### src/rtl/keypad_scan.sv
// 4x4 active-low matrix keypad scanner with frame-based debounce and a one-clock key strobe.
// Optional auto-repeat while a key is held is enabled by defining KEY_REPEAT_EN.
module keypad_scan #(
  parameter int SCAN_DIV     = 50000,
  parameter int DEB_FRAMES   = 4,
  parameter int REPEAT_DELAY = 125,
  parameter int REPEAT_RATE  = 25
) (
  input  logic       clk,
  input  logic       rst,
  output logic [3:0] o_row,
  input  logic [3:0] i_col,
  output logic [3:0] o_key_code,
  output logic       o_key_valid,
  output logic       o_key_held
);

  typedef enum logic [1:0] {IDLE, DEBOUNCE, PRESSED} state_t;

  localparam logic [31:0] DIV_LAST = 32'(SCAN_DIV - 1);
  localparam logic [3:0]  DEB_N    = 4'(DEB_FRAMES);

  logic [31:0] r_div;
  logic [1:0]  r_rowIdx;
  logic [3:0]  r_colMeta, r_colSync;
  logic [1:0]  r_frameCnt;
  logic [3:0]  r_lastKey;

  state_t      r_state, w_nextState;
  logic [3:0]  r_cand, w_nextCand;
  logic [3:0]  r_dcnt, w_nextDcnt;
  logic [3:0]  r_rcnt, w_nextRcnt;
  logic [3:0]  r_keyCode, w_nextCode;
  logic        r_keyValid, w_nextValid;
  logic        r_keyHeld, w_nextHeld;

  logic        w_tick, w_frameEnd;
  logic [3:0]  w_colAct;
  logic [2:0]  w_rowHits, w_sumCnt;
  logic [1:0]  w_rowCol, w_frameCntNext;
  logic [3:0]  w_lastKeyNext;
  logic        w_isNone, w_isKey;
  logic        w_accept;
  logic [3:0]  w_acceptKey;

  assign w_tick     = (r_div == DIV_LAST);
  assign w_frameEnd = w_tick && (r_rowIdx == 2'd3);
  assign o_row      = ~(4'b0001 << r_rowIdx);

  always_ff @(posedge clk) begin
    if (rst) begin
      r_div     <= '0;
      r_colMeta <= 4'hF;
      r_colSync <= 4'hF;
    end else begin
      r_div     <= w_tick ? '0 : r_div + 32'd1;
      r_colMeta <= i_col;
      r_colSync <= r_colMeta;
    end
  end

  // Only 0 / 1 / many matters, so the frame hit count saturates at 2.
  assign w_colAct  = ~r_colSync;
  assign w_rowHits = {2'b0, w_colAct[0]} + {2'b0, w_colAct[1]}
                   + {2'b0, w_colAct[2]} + {2'b0, w_colAct[3]};
  assign w_sumCnt  = {1'b0, r_frameCnt} + w_rowHits;
  assign w_frameCntNext = (w_sumCnt >= 3'd2) ? 2'd2 : w_sumCnt[1:0];

  always_comb begin
    w_rowCol = 2'd0;
    for (int c = 0; c < 4; c++) begin
      if (w_colAct[c]) w_rowCol = 2'(c);
    end
  end

  assign w_lastKeyNext = (w_rowHits != 3'd0) ? {r_rowIdx, w_rowCol} : r_lastKey;
  assign w_isNone      = (w_frameCntNext == 2'd0);
  assign w_isKey       = (w_frameCntNext == 2'd1);

  always_ff @(posedge clk) begin
    if (rst) begin
      r_rowIdx   <= '0;
      r_frameCnt <= '0;
      r_lastKey  <= '0;
    end else if (w_tick) begin
      r_rowIdx <= r_rowIdx + 2'd1;
      if (r_rowIdx == 2'd3) begin
        r_frameCnt <= '0;
        r_lastKey  <= '0;
      end else begin
        r_frameCnt <= w_frameCntNext;
        r_lastKey  <= w_lastKeyNext;
      end
    end
  end

`ifdef KEY_REPEAT_EN
  localparam logic [15:0] REP_DELAY = 16'(REPEAT_DELAY);
  localparam logic [15:0] REP_RATE  = 16'(REPEAT_RATE);
  logic [15:0] r_repCnt, w_nextRep;
`endif

  always_comb begin
    w_nextState = r_state;
    w_nextCand  = r_cand;
    w_nextDcnt  = r_dcnt;
    w_nextRcnt  = r_rcnt;
    w_nextCode  = r_keyCode;
    w_nextValid = 1'b0;
    w_nextHeld  = r_keyHeld;
    w_accept    = 1'b0;
    w_acceptKey = r_cand;
`ifdef KEY_REPEAT_EN
    w_nextRep   = r_repCnt;
`endif
    if (w_frameEnd) begin
      case (r_state)
        IDLE: begin
          if (w_isKey) begin
            w_nextCand = w_lastKeyNext;
            w_nextDcnt = 4'd1;
            if (DEB_N == 4'd1) begin
              w_accept    = 1'b1;
              w_acceptKey = w_lastKeyNext;
            end else begin
              w_nextState = DEBOUNCE;
            end
          end
        end
        DEBOUNCE: begin
          if (!w_isKey) begin
            w_nextState = IDLE;
            w_nextDcnt  = 4'd0;
          end else if (w_lastKeyNext == r_cand) begin
            w_nextDcnt = r_dcnt + 4'd1;
            if (r_dcnt + 4'd1 == DEB_N) begin
              w_accept    = 1'b1;
              w_acceptKey = r_cand;
            end
          end else begin
            w_nextCand = w_lastKeyNext;
            w_nextDcnt = 4'd1;
          end
        end
        PRESSED: begin
          if (w_isNone) begin
            w_nextRcnt = r_rcnt + 4'd1;
            if (r_rcnt + 4'd1 == DEB_N) begin
              w_nextState = IDLE;
              w_nextHeld  = 1'b0;
              w_nextRcnt  = 4'd0;
              w_nextDcnt  = 4'd0;
            end
          end else begin
            w_nextRcnt = 4'd0;
          end
`ifdef KEY_REPEAT_EN
          // First repeat after REP_DELAY frames; later ones fold back to REP_DELAY.
          if (w_isNone) begin
            w_nextRep = '0;
          end else begin
            w_nextRep = r_repCnt + 16'd1;
            if (w_nextRep == REP_DELAY) begin
              w_nextValid = 1'b1;
            end else if (w_nextRep == REP_DELAY + REP_RATE) begin
              w_nextValid = 1'b1;
              w_nextRep   = REP_DELAY;
            end
          end
`endif
        end
        default: w_nextState = IDLE;
      endcase
      if (w_accept) begin
        w_nextState = PRESSED;
        w_nextCode  = w_acceptKey;
        w_nextValid = 1'b1;
        w_nextHeld  = 1'b1;
        w_nextRcnt  = 4'd0;
`ifdef KEY_REPEAT_EN
        w_nextRep   = '0;
`endif
      end
    end
  end

  always_ff @(posedge clk) begin
    if (rst) begin
      r_state    <= IDLE;
      r_cand     <= '0;
      r_dcnt     <= '0;
      r_rcnt     <= '0;
      r_keyCode  <= '0;
      r_keyValid <= 1'b0;
      r_keyHeld  <= 1'b0;
    end else begin
      r_state    <= w_nextState;
      r_cand     <= w_nextCand;
      r_dcnt     <= w_nextDcnt;
      r_rcnt     <= w_nextRcnt;
      r_keyCode  <= w_nextCode;
      r_keyValid <= w_nextValid;
      r_keyHeld  <= w_nextHeld;
    end
  end

`ifdef KEY_REPEAT_EN
  always_ff @(posedge clk) begin
    if (rst) r_repCnt <= '0;
    else     r_repCnt <= w_nextRep;
  end
`endif

  assign o_key_code  = r_keyCode;
  assign o_key_valid = r_keyValid;
  assign o_key_held  = r_keyHeld;

endmodule

### config.mk
export PLATFORM = sky130hd
export DESIGN_NAME = keypad_scan
export DESIGN_NICKNAME = d
export VERILOG_FILES = /design/src/rtl/keypad_scan.sv
export SDC_FILE = /design/constraint.sdc
export NUM_CORES = 1
export LEC_CHECK = 0
export BUFFER_PORTS_ARGS = -buffer_cell sky130_fd_sc_hd__buf_2
export CORE_ASPECT_RATIO = 1.4
export CORE_MARGIN = 4
export CORE_UTILIZATION = 25
export CTS_CLUSTER_DIAMETER = 60
export DETAILED_ROUTE_END_ITERATION = 10
export PLACE_DENSITY_LB_ADDON = 0.12
export SYNTH_ARGS = -nofsm -noshare
export SYNTH_HDL_FRONTEND = slang
export SYNTH_SLANG_ARGS = --single-unit
### constraint.sdc
create_clock -name clk -period 3.2 [get_ports clk]
set_clock_uncertainty 0.15 [all_clocks]
set_input_delay 0.64 -clock clk [delete_from_list [all_inputs] [get_ports clk]]
set_output_delay 0.64 -clock clk [all_outputs]
set_load 0.03 [all_outputs]
# After elaboration in Yosys (flattened, before gate mapping)
# Cells that the tools add are included.
[totals]
wordCells = 97
in_bits = 6
ff_bits = 68
[op_classes]
reduce_logical = 17
eq_ne = 17
bitwise = 3
n_addsub = 8
order_cmp = 1
muxes = 37
n_shift = 1
[ops]
columns = ["op", "n"]
rows = [
  ["two-way mux 4 bit", 14],
  ["adder 32 x 1 -> 32 bit, second input constant", 1],
  ["equality test 32 x 16 -> 1 bit, second input constant", 1],
  ["two-way mux 2 bit", 9],
  ["AND reduction 5 bit", 3],
  ["!= test 3 bit, second input constant", 4],
  ["one-hot mux 4 bit (3 select lines)", 1],
  ["two-way mux 1 bit", 11],
  ["!= test 2 bit, second input constant", 5],
  ["adder 4 x 1 -> 4 bit, second input constant", 2],
  ["equality test 4 x 3 -> 1 bit, second input constant", 2],
  ["NOT 4 bit", 2],
  ["one-hot mux 4 bit (2 select lines)", 1],
  ["nonzero test 2 bit", 4],
  ["one-hot mux 2 bit (3 select lines)", 1],
  ["nonzero test 3 bit", 2],
  ["equality test 2 x 1 -> 1 bit, second input constant", 2],
  ["equality test 2 bit, second input constant", 2],
  ["equality test 4 bit", 1],
  ["zero test 2 bit", 2],
  ["AND reduction 2 bit", 2],
  ["AND reduction 4 bit", 1],
  ["OR reduction 2 bit", 2],
  ["left shift 1 x 2 -> 4 bit, first input constant", 1],
  ["other kinds (8)", 8],
]

# Longest topological paths before layout
# Gate-level depths: netlist of run 1.
[logic_depth]
word_depth = 13
ltp_mapped = 12

# Worst setup path before layout of run 1
# No wires, ideal clock.
[synth_path]
path_kind = "reg2reg"
start = "register r_colSync[3]"
end = "register r_rcnt[2]"
stages_incl_launch_ff = 12
required_ps = 2978
t_arrival_ps = 3340
synth_period_minus_slack_ps = 3561
slack_ps = -361
cell_sequence = "dfxtp_1 -> inv_1 -> fa_1 -> ha_1 -> ha_1 -> fa_1 -> xor2_1 -> or4bb_1 -> nor3_1 -> nand4_4 -> nand2_2 -> mux2i_1"
[synth_between]
elab_chain_len = 11
elab_cells_between_ends = 20
[synth_lines]
columns = ["element", "line_no", "text"]
rows = [
  ["start, declared", "25", "logic [3:0] r_colMeta, r_colSync;"],
  ["start signal, assigned", "58", "r_colSync <= r_colMeta;"],
  ["NOT 4 bit (*)", "63", "assign w_colAct = ~r_colSync;"],
  ["adder 3 x 1 -> 3 bit", "65", "+ {2'b0, w_colAct[2]} + {2'b0, w_colAct[3]};"],
  ["adder 2 x 3 -> 3 bit / nonzero test 3 bit (equally long branches)", "66, 76", ""],
  ["greater-or-equal comparator 3 x 2 -> 1 bit / two-way mux 4 bit (equally long branches)", "67, 76", ""],
  ["two-way mux 2 bit / equality test 4 bit (equally long branches)", "67, 134", ""],
  ["equality test 2 x 1 -> 1 bit / two-way mux 1 bit (equally long branches)", "78, 134", ""],
  ["two-way mux 1 bit", "131", "if (!w_isKey) begin"],
  ["two-way mux 1 bit", "117", "case (r_state)"],
  ["two-way mux 1 bit", "116", "if (w_frameEnd) begin"],
  ["nonzero test 2 bit (no source line)", "n/a", ""],
  ["AND reduction 2 bit (no source line)", "n/a", ""],
  ["end signal, assigned", "200", "r_rcnt <= w_nextRcnt;"],
  ["end, declared", "32", "logic [3:0] r_rcnt, w_nextRcnt;"],
]
# Mark *: on every way between the ends. The rest lies on a longest branch, timed or not. The select of a mux whose other input is x is not followed.
# A chain may end at the register's enable or synchronous reset.

# Worst setup path after layout of run 1
[layout_path]
start = "register r_colSync[0]"
end = "register r_keyCode[2], in the netlist o_key_code[2]"
[layout_between]
elab_chain_len = 12
elab_cells_between_ends = 16
[layout_lines]
columns = ["element", "line_no", "text"]
rows = [
  ["NOT 4 bit (*)", "63", ""],
  ["adder 1 x 1 -> 2 bit (*)", "64", "assign w_rowHits = {2'b0, w_colAct[0]} + {2'b0, w_colAct[1]}"],
  ["adder 2 x 1 -> 3 bit (*)", "65", ""],
  ["adder 3 x 1 -> 3 bit (*)", "65", ""],
  ["adder 2 x 3 -> 3 bit / nonzero test 3 bit (equally long branches)", "66, 76", ""],
  ["greater-or-equal comparator 3 x 2 -> 1 bit / two-way mux 4 bit (equally long branches)", "67, 76", ""],
  ["two-way mux 2 bit / equality test 4 bit (equally long branches)", "67, 134", ""],
  ["equality test 2 x 1 -> 1 bit / two-way mux 1 bit (equally long branches)", "78, 134", ""],
  ["two-way mux 1 bit (*)", "131", ""],
  ["two-way mux 1 bit (*)", "117", ""],
  ["two-way mux 1 bit (*)", "116", ""],
  ["AND reduction 2 bit (no source line) (*)", "n/a", ""],
  ["end signal, assigned", "201", "r_keyCode <= w_nextCode;"],
  ["end, declared", "33", "logic [3:0] r_keyCode, w_nextCode;"],
]
# Marks and branches as above.

==> results.tsv, run 1 <==
stage	metric	value	unit
status	status	finished with violations	
status	violated checks	negative setup slack	
sta	Hold Fails Final Rpt	0	
synth	Yosys top cell area share	39.7	%
cts	CTS tree	done	
synth	Mapped Cells	384	
sta	setup TNS	-1640	ps
synth	synth unique cells	56	
sta	final setup violating endpoints	16	
synth	EDFF count, synth	0	
global_routing	vias in the first global route	2876	
placed_design	Buffers on Ports	15	
setup_path	CP max FO	5	
placed_design	DP Cell Count	597	
routing	DRC violations left	0	
routing	post-DR wirelength/cell	13.3	um
cts	H-tree levels	3	
layout	Finished Layout Cells	620	
floorplanning	Top Ports	16	
setup_path	crit-path max cell delay	550	ps
synth	Netlist Area Pre-Place	3430	sq um
placed_design	RD Place Congestion	0.730	
sta	final hold slack	262	ps
synth	Synth Area per Inst	8.92	sq um
synth	Adder-Cell Fraction of Synth Area	6.64	%
setup_path	Critical Path, Cell by Cell	inv_2 -> fa_1 -> ha_4 -> ha_4 -> fa_2 -> xor2_2 -> or4bb_4 -> nor3_4 -> buf_6 -> nand4_4 -> mux2i_1 -> nor2_1	
power_and_ir_drop	Final Power	2.12	mW
placed_design	post-DP HPWL	5.93	mm
synth	Synth Area in Compound Gates	8.07	%
floorplanning	Die Y	147	um
layout	nets@finish	456	
setup_path	CP arrival	3430	ps
routing	Vias/cell	4.48	
routing	DR vias	2779	
cts	Max Buffers Root-to-Sink	2	
synth	combinational family with the most area after synthesis	simple AND/OR/NAND/NOR gates	
floorplanning	# rows	50	
setup_path	most frequent CP cell	ha_4	
floorplanning	Initial Utilization	25.6	%
setup_path	CP Class	register to register	
power_and_ir_drop	power per cell area	479	nW/um^2
power_and_ir_drop	P_leak	1.67	nW
synth	most common library cells after synthesis	68 x dfxtp_1, 66 x nor2_1, 24 x nand2_1	
layout	footprint of the multi-input gates	2120	sq um
synth	cell taking the most area after synthesis	dfxtp_1	
power_and_ir_drop	Max VDD drop	0.221	mV
synth	most common cell in the netlist	dfxtp_1	
sta	Max Fclk	297	MHz
layout	area occupied by registers	1360	sq um
cts	clk_lat worst skew	330	ps
global_routing	first-pass GRT wire length	14.1	mm
routing	first-pass iteration count of the detailed router	4	
job	max cap viols	0	
synth	top_reg_cell synth	dfxtp_1	
synth	Yosys warning count	0	
cts	CTS buffer count	9	
synth	flops & latches, synth	68	
synth	Synth Net Count	407	
cts	clock sink count	68	
sta	max_slew headroom	43.8	%
floorplanning	Die X	107	um
global_routing	grt total ovfl	0	
sta	RSZ-0062 raised after global routing	yes	
setup_path	worst path bufs/invs	2	
global_routing	antenna violations before repair	0	
routing	final wirelength	8.26	mm
layout	share of cells above drive strength 1	24.2	%
setup_path	CP top delay family	adder cells	
synth	top cells by area, synth	dfxtp_1 40%, nor2_1 7.2%, ha_1 5.5%	
floorplanning	CORE AREA	13400	sq um
layout	Filler Cell Count	1429	
layout	Area Growth Syn to Fin	29.3	%
cts	hold_buf cts	0	
synth	Async S/R FF share, synth	0	%
synth	post-synthesis mux area share	2.63	%
global_routing	total track usage	11.4	%
sta	final worst slack	-165	ps
setup_path	Critical Path End Type	register	
cts	Clock transition at path regs	60	ps
synth	XOR/XNOR Fraction of Synth Area	8.69	%
layout	# diodes	0	
sta	Slew Limit Fails	0	
setup_path	CP required	3270	ps
sta	fin crit share	105	%
sta	post-layout min period	3370	ps
sta	Least-Margin Pin Slew	837	ps
floorplanning	die area	15700	sq um
synth	post-synthesis simple-gate area fraction	31.3	%
setup_path	Crit-path slowest cell	or4bb_4	
synth	post-synthesis sequential area ratio	39.7	%
cts	Root Buffer	clkbuf_16	
routing	antenna-violating nets left	0	
routing	1st-iter DRT viols	74	
worst_hold_path	Hold Path Class	register to register	
placed_design	setup slack at placement	-207	ps
setup_path	crit path launch type	register	
global_routing	pin count of the biggest net entering global routing	32	
## layout by cell type, fill, tap and decap left out, drive strengths merged, types with 4 or more instances in the layout
| cell | synthesis | final |
|---|---|---|
| nor4 | 11 | 11 |
| a311oi | 4 | 4 |
| nand4 | 16 | 17 |
| nor2 | 67 | 67 |
| clkbuf | 8 | 10 |
| nand2b | 10 | 10 |
| o21ai | 5 | 5 |
| nand2 | 25 | 25 |
| and2 | 4 | 4 |
| mux2i | 9 | 9 |
| inv | 15 | 15 |
| a21oi | 7 | 7 |
| ha | 15 | 15 |
| xnor2 | 13 | 13 |
| xor2 | 21 | 21 |
| nor3 | 11 | 11 |
| dfxtp | 68 | 68 |
| and3 | 5 | 5 |
| nand3 | 14 | 14 |
| buf | 2 | 47 |
| or2 | 11 | 11 |
## final timing paths
check	to	from	cells after the start	slack (ps)
worst min-delay path	r_colSync[0]	r_colMeta[0]	1	260
worst min register to register	r_colSync[0]	r_colMeta[0]	1	260
worst max-delay path	o_key_code[2]	r_colSync[0]	12	-170
worst max register to register	o_key_code[2]	r_colSync[0]	12	-170
## per-stage QoR
| step | instance area (sq um) | utilization [%] |
|---|---|---|
| after floorplan | 3490 | - |
| after global placement | 3960 | 29.5 |
| after detailed placement | 3960 | 29.5 |
| after CTS | 4380 | 32.7 |
| after global routing | 4430 | 33.1 |
| final | 4430 | 33.1 |
## power by group
part           internal, mW  switching, mW
Sequential            0.855        0.00447
Clock                 0.682          0.378
Combinational        0.0984          0.105
Total                  1.64          0.488
## sequential cells by signal, summed over array words and instances, names as in the netlist, 2 cells and up
| register | count |
|---|---|
| o_key_code | 4 |
| r_cand | 4 |
| r_dcnt | 4 |
| r_state | 2 |
| r_rcnt | 4 |
| r_lastKey | 4 |
| r_frameCnt | 2 |
| r_colSync | 4 |
| r_div | 32 |
| r_rowIdx | 2 |
| r_colMeta | 4 |
## final cells by class
| class | instances | area share [%] |
|---|---|---|
| Multi-Input combinational cell | 292 | 47.9 |
| Timing Repair Buffer | 47 | 7.74 |
| Inverter | 15 | 1.27 |
| Sequential cell | 68 | 30.8 |
| Clock buffer | 10 | 5.17 |
| Clock inverter | 6 | 2.01 |
| Tap cell | 182 | 5.14 |
## repair_timing
action / in CTS / in global routing
cloned: 1 / 0
setup endpoints to repair: 19 / 20
pin swaps: 8 / 11
setup buffers: 4 / 3
resized for setup: 15 / 6
## logic make-up after synthesis
family / count (synthesis)
compound gates: 35
simple gates: 196
mux: 9
fa+ha+maj: 17
buf+inv: 25
flops: 68
xor+xnor: 34
## per-layer routing
metal	wire length, um	part of all wire, %	GRT usage [%]	vias up
met5	0	0	0	-
met4	140	1.7	4.22	0
met3	181	2.2	2.65	11
met2	4520	55	20.8	21
met1	3410	41	12.5	1304
li1	-	-	-	1443
(Power assumes the default switching activity.)
==> run 2, diff against run 1 <==
- BUFFER_PORTS_ARGS: -buffer_cell sky130_fd_sc_hd__buf_2 -> default
- DONT_BUFFER_PORTS: default -> 1
==> results.tsv, run 2 (synthesized netlist as in run 1, its figures left out) <==
stage	metric	value	unit	change
status	status	finished with violations		
status	violated checks	negative setup slack		
global_routing	vias in the first global route	2894		+0.63%
routing	antenna-violating nets left	0		unchanged
routing	1st-iter DRT viols	47		-36%
floorplanning	Die X	107	um	unchanged
setup_path	crit path launch type	register		
cts	CTS tree	done		
routing	DRC violations left	0		unchanged
cts	CTS buffer count	9		unchanged
sta	final worst slack	-190	ps	-24.7 ps
global_routing	grt total ovfl	0		unchanged
setup_path	Critical Path End Type	register		
layout	share of cells above drive strength 1	21.7	%	-2.5 points
floorplanning	die area	15700	sq um	unchanged
sta	RSZ-0062 raised after global routing	yes		
global_routing	pin count of the biggest net entering global routing	44		+38%
sta	Max Fclk	295	MHz	-0.73%
cts	clk_lat worst skew	330	ps	about the same
cts	Clock transition at path regs	60	ps	about the same
floorplanning	CORE AREA	13400	sq um	unchanged
routing	Vias/cell	4.52		+0.95%
setup_path	CP Class	register to register		
layout	max reg flops	32		unchanged
routing	DR vias	2724		-2.0%
sta	setup TNS	-2060	ps	-426 ps
placed_design	placed cell area	3860	sq um	-2.5%
setup_path	CP max FO	7		+2
cts	Root Buffer	clkbuf_16		
placed_design	Buffers on Ports	0		-15
sta	Slew Limit Fails	0		unchanged
layout	Largest Register	r_div		
worst_hold_path	Hold Path Class	input pin to register		
power_and_ir_drop	Max VDD drop	0.209	mV	-5.3%
layout	# diodes	0		unchanged
global_routing	first-pass GRT wire length	14.1	mm	about the same
power_and_ir_drop	power per cell area	466	nW/um^2	-2.7%
setup_path	reg2reg setup slack	-190	ps	-20 ps
layout	fin util	32.2	%	-0.90 points
cts	clock sink count	68		unchanged
sta	final setup violating endpoints	17		+1
routing	final wirelength	8.12	mm	-1.6%
routing	first-pass iteration count of the detailed router	6		+2
sta	fin crit share	106	%	+0.77 points
sta	Least-Margin Pin Slew	762	ps	-74.2 ps
global_routing	antenna violations before repair	0		unchanged
cts	H-tree levels	3		unchanged
setup_path	CP arrival	3470	ps	+40 ps
sta	max_slew headroom	48.8	%	+5.0 points
worst_hold_path	HP Start	rst		
floorplanning	Initial Utilization	25.6	%	unchanged
setup_path	RR Startpoint	r_colSync[0]		
setup_path	crit path from	r_colSync[0]		
cts	hold_buf cts	0		unchanged
layout	nets@finish	438		-3.9%
floorplanning	Die Y	147	um	unchanged
power_and_ir_drop	P_leak	1.58	nW	-5.2%
global_routing	total track usage	11.2	%	-0.16 points
floorplanning	# rows	50		unchanged
floorplanning	Top Ports	16		unchanged
placed_design	RD Place Congestion	0.731		+0.12%
placed_design	post-DP HPWL	5.78	mm	-2.5%
layout	fin area	4310	sq um	-2.7%
job	max cap viols	0		unchanged
sta	post-layout min period	3390	ps	+24.7 ps
sta	Hold Fails Final Rpt	0		unchanged
placed_design	setup slack at placement	-211	ps	-3.59 ps
cts	Max Buffers Root-to-Sink	2		unchanged
power_and_ir_drop	Final Power	2.01	mW	-5.4%
layout	commonest non-fill, non-tap cells in the layout	65 x nor2_1, 65 x dfxtp_1, 24 x nand2_1, 23 x buf_4, 20 x xor2_1		
routing	post-DR wirelength/cell	13.5	um	+1.4%
setup_path	CP required	3280	ps	about the same
layout	Area Growth Syn to Fin	25.8	%	
==> run 2: path summary, 6_finish.rpt <==
path	endpoint	cells past startpoint
worst max-delay path	r_dcnt[2]	12
worst min-delay path	o_key_held	1
worst max register to register	r_dcnt[2]	12
worst min register to register	r_colSync[3]	1
==> run 2: timing repair <==
item                       CTS  global route
hold endpoints to repair     0             0
resized for setup           16             6
cloned                       1             0
pin swaps                    7             4
setup buffers                4             2
setup endpoints to repair   18            20
==> run 2: per-stage QoR <==
step           hold slack, ps  instances
2_1_floorplan             239        384
3_3_place_gp              259        579
3_5_place_dp              254        579
4_1_cts                   208        600
5_1_grt                   200        602
6_report                  224        602
==> run 2: layout make-up <==
cell class                      count  area, sq um
Sequential cell                    68         1370
Fill cell                        1473         9080
Clock inverter                      5         52.6
Timing Repair Buffer               29          258
Inverter                           15         56.3
Tap cell                          182          228
Multi-Input combinational cell    292         2120
Clock buffer                       11          233
==> run 2: critical path, cell delays in order, from the launching register on <==
cell      delay (ps)
dfxtp_2          320
inv_2             30
fa_1             580
ha_4             220
ha_4             150
fa_2             560
buf_6            120
nor4b_4           40
a211oi_2         340
nor3_4            90
buf_12           150
or3b_2           450
o311ai_2          80
==> run 2: power breakdown <==
group	total, mW	internal, mW	switching, mW
Combinational	0.184	0.0906	0.0929
Sequential	0.860	0.855	0.00501
Clock	0.965	0.599	0.366
==> run 2: routing by layer <==
metal,track usage (%),up-vias,routed length (um)
met5,0,-,0
met4,4.61,0,177
met3,3.05,13,251
met2,20.6,19,4360
met1,11.9,1285,3340
li1,-,1407,-
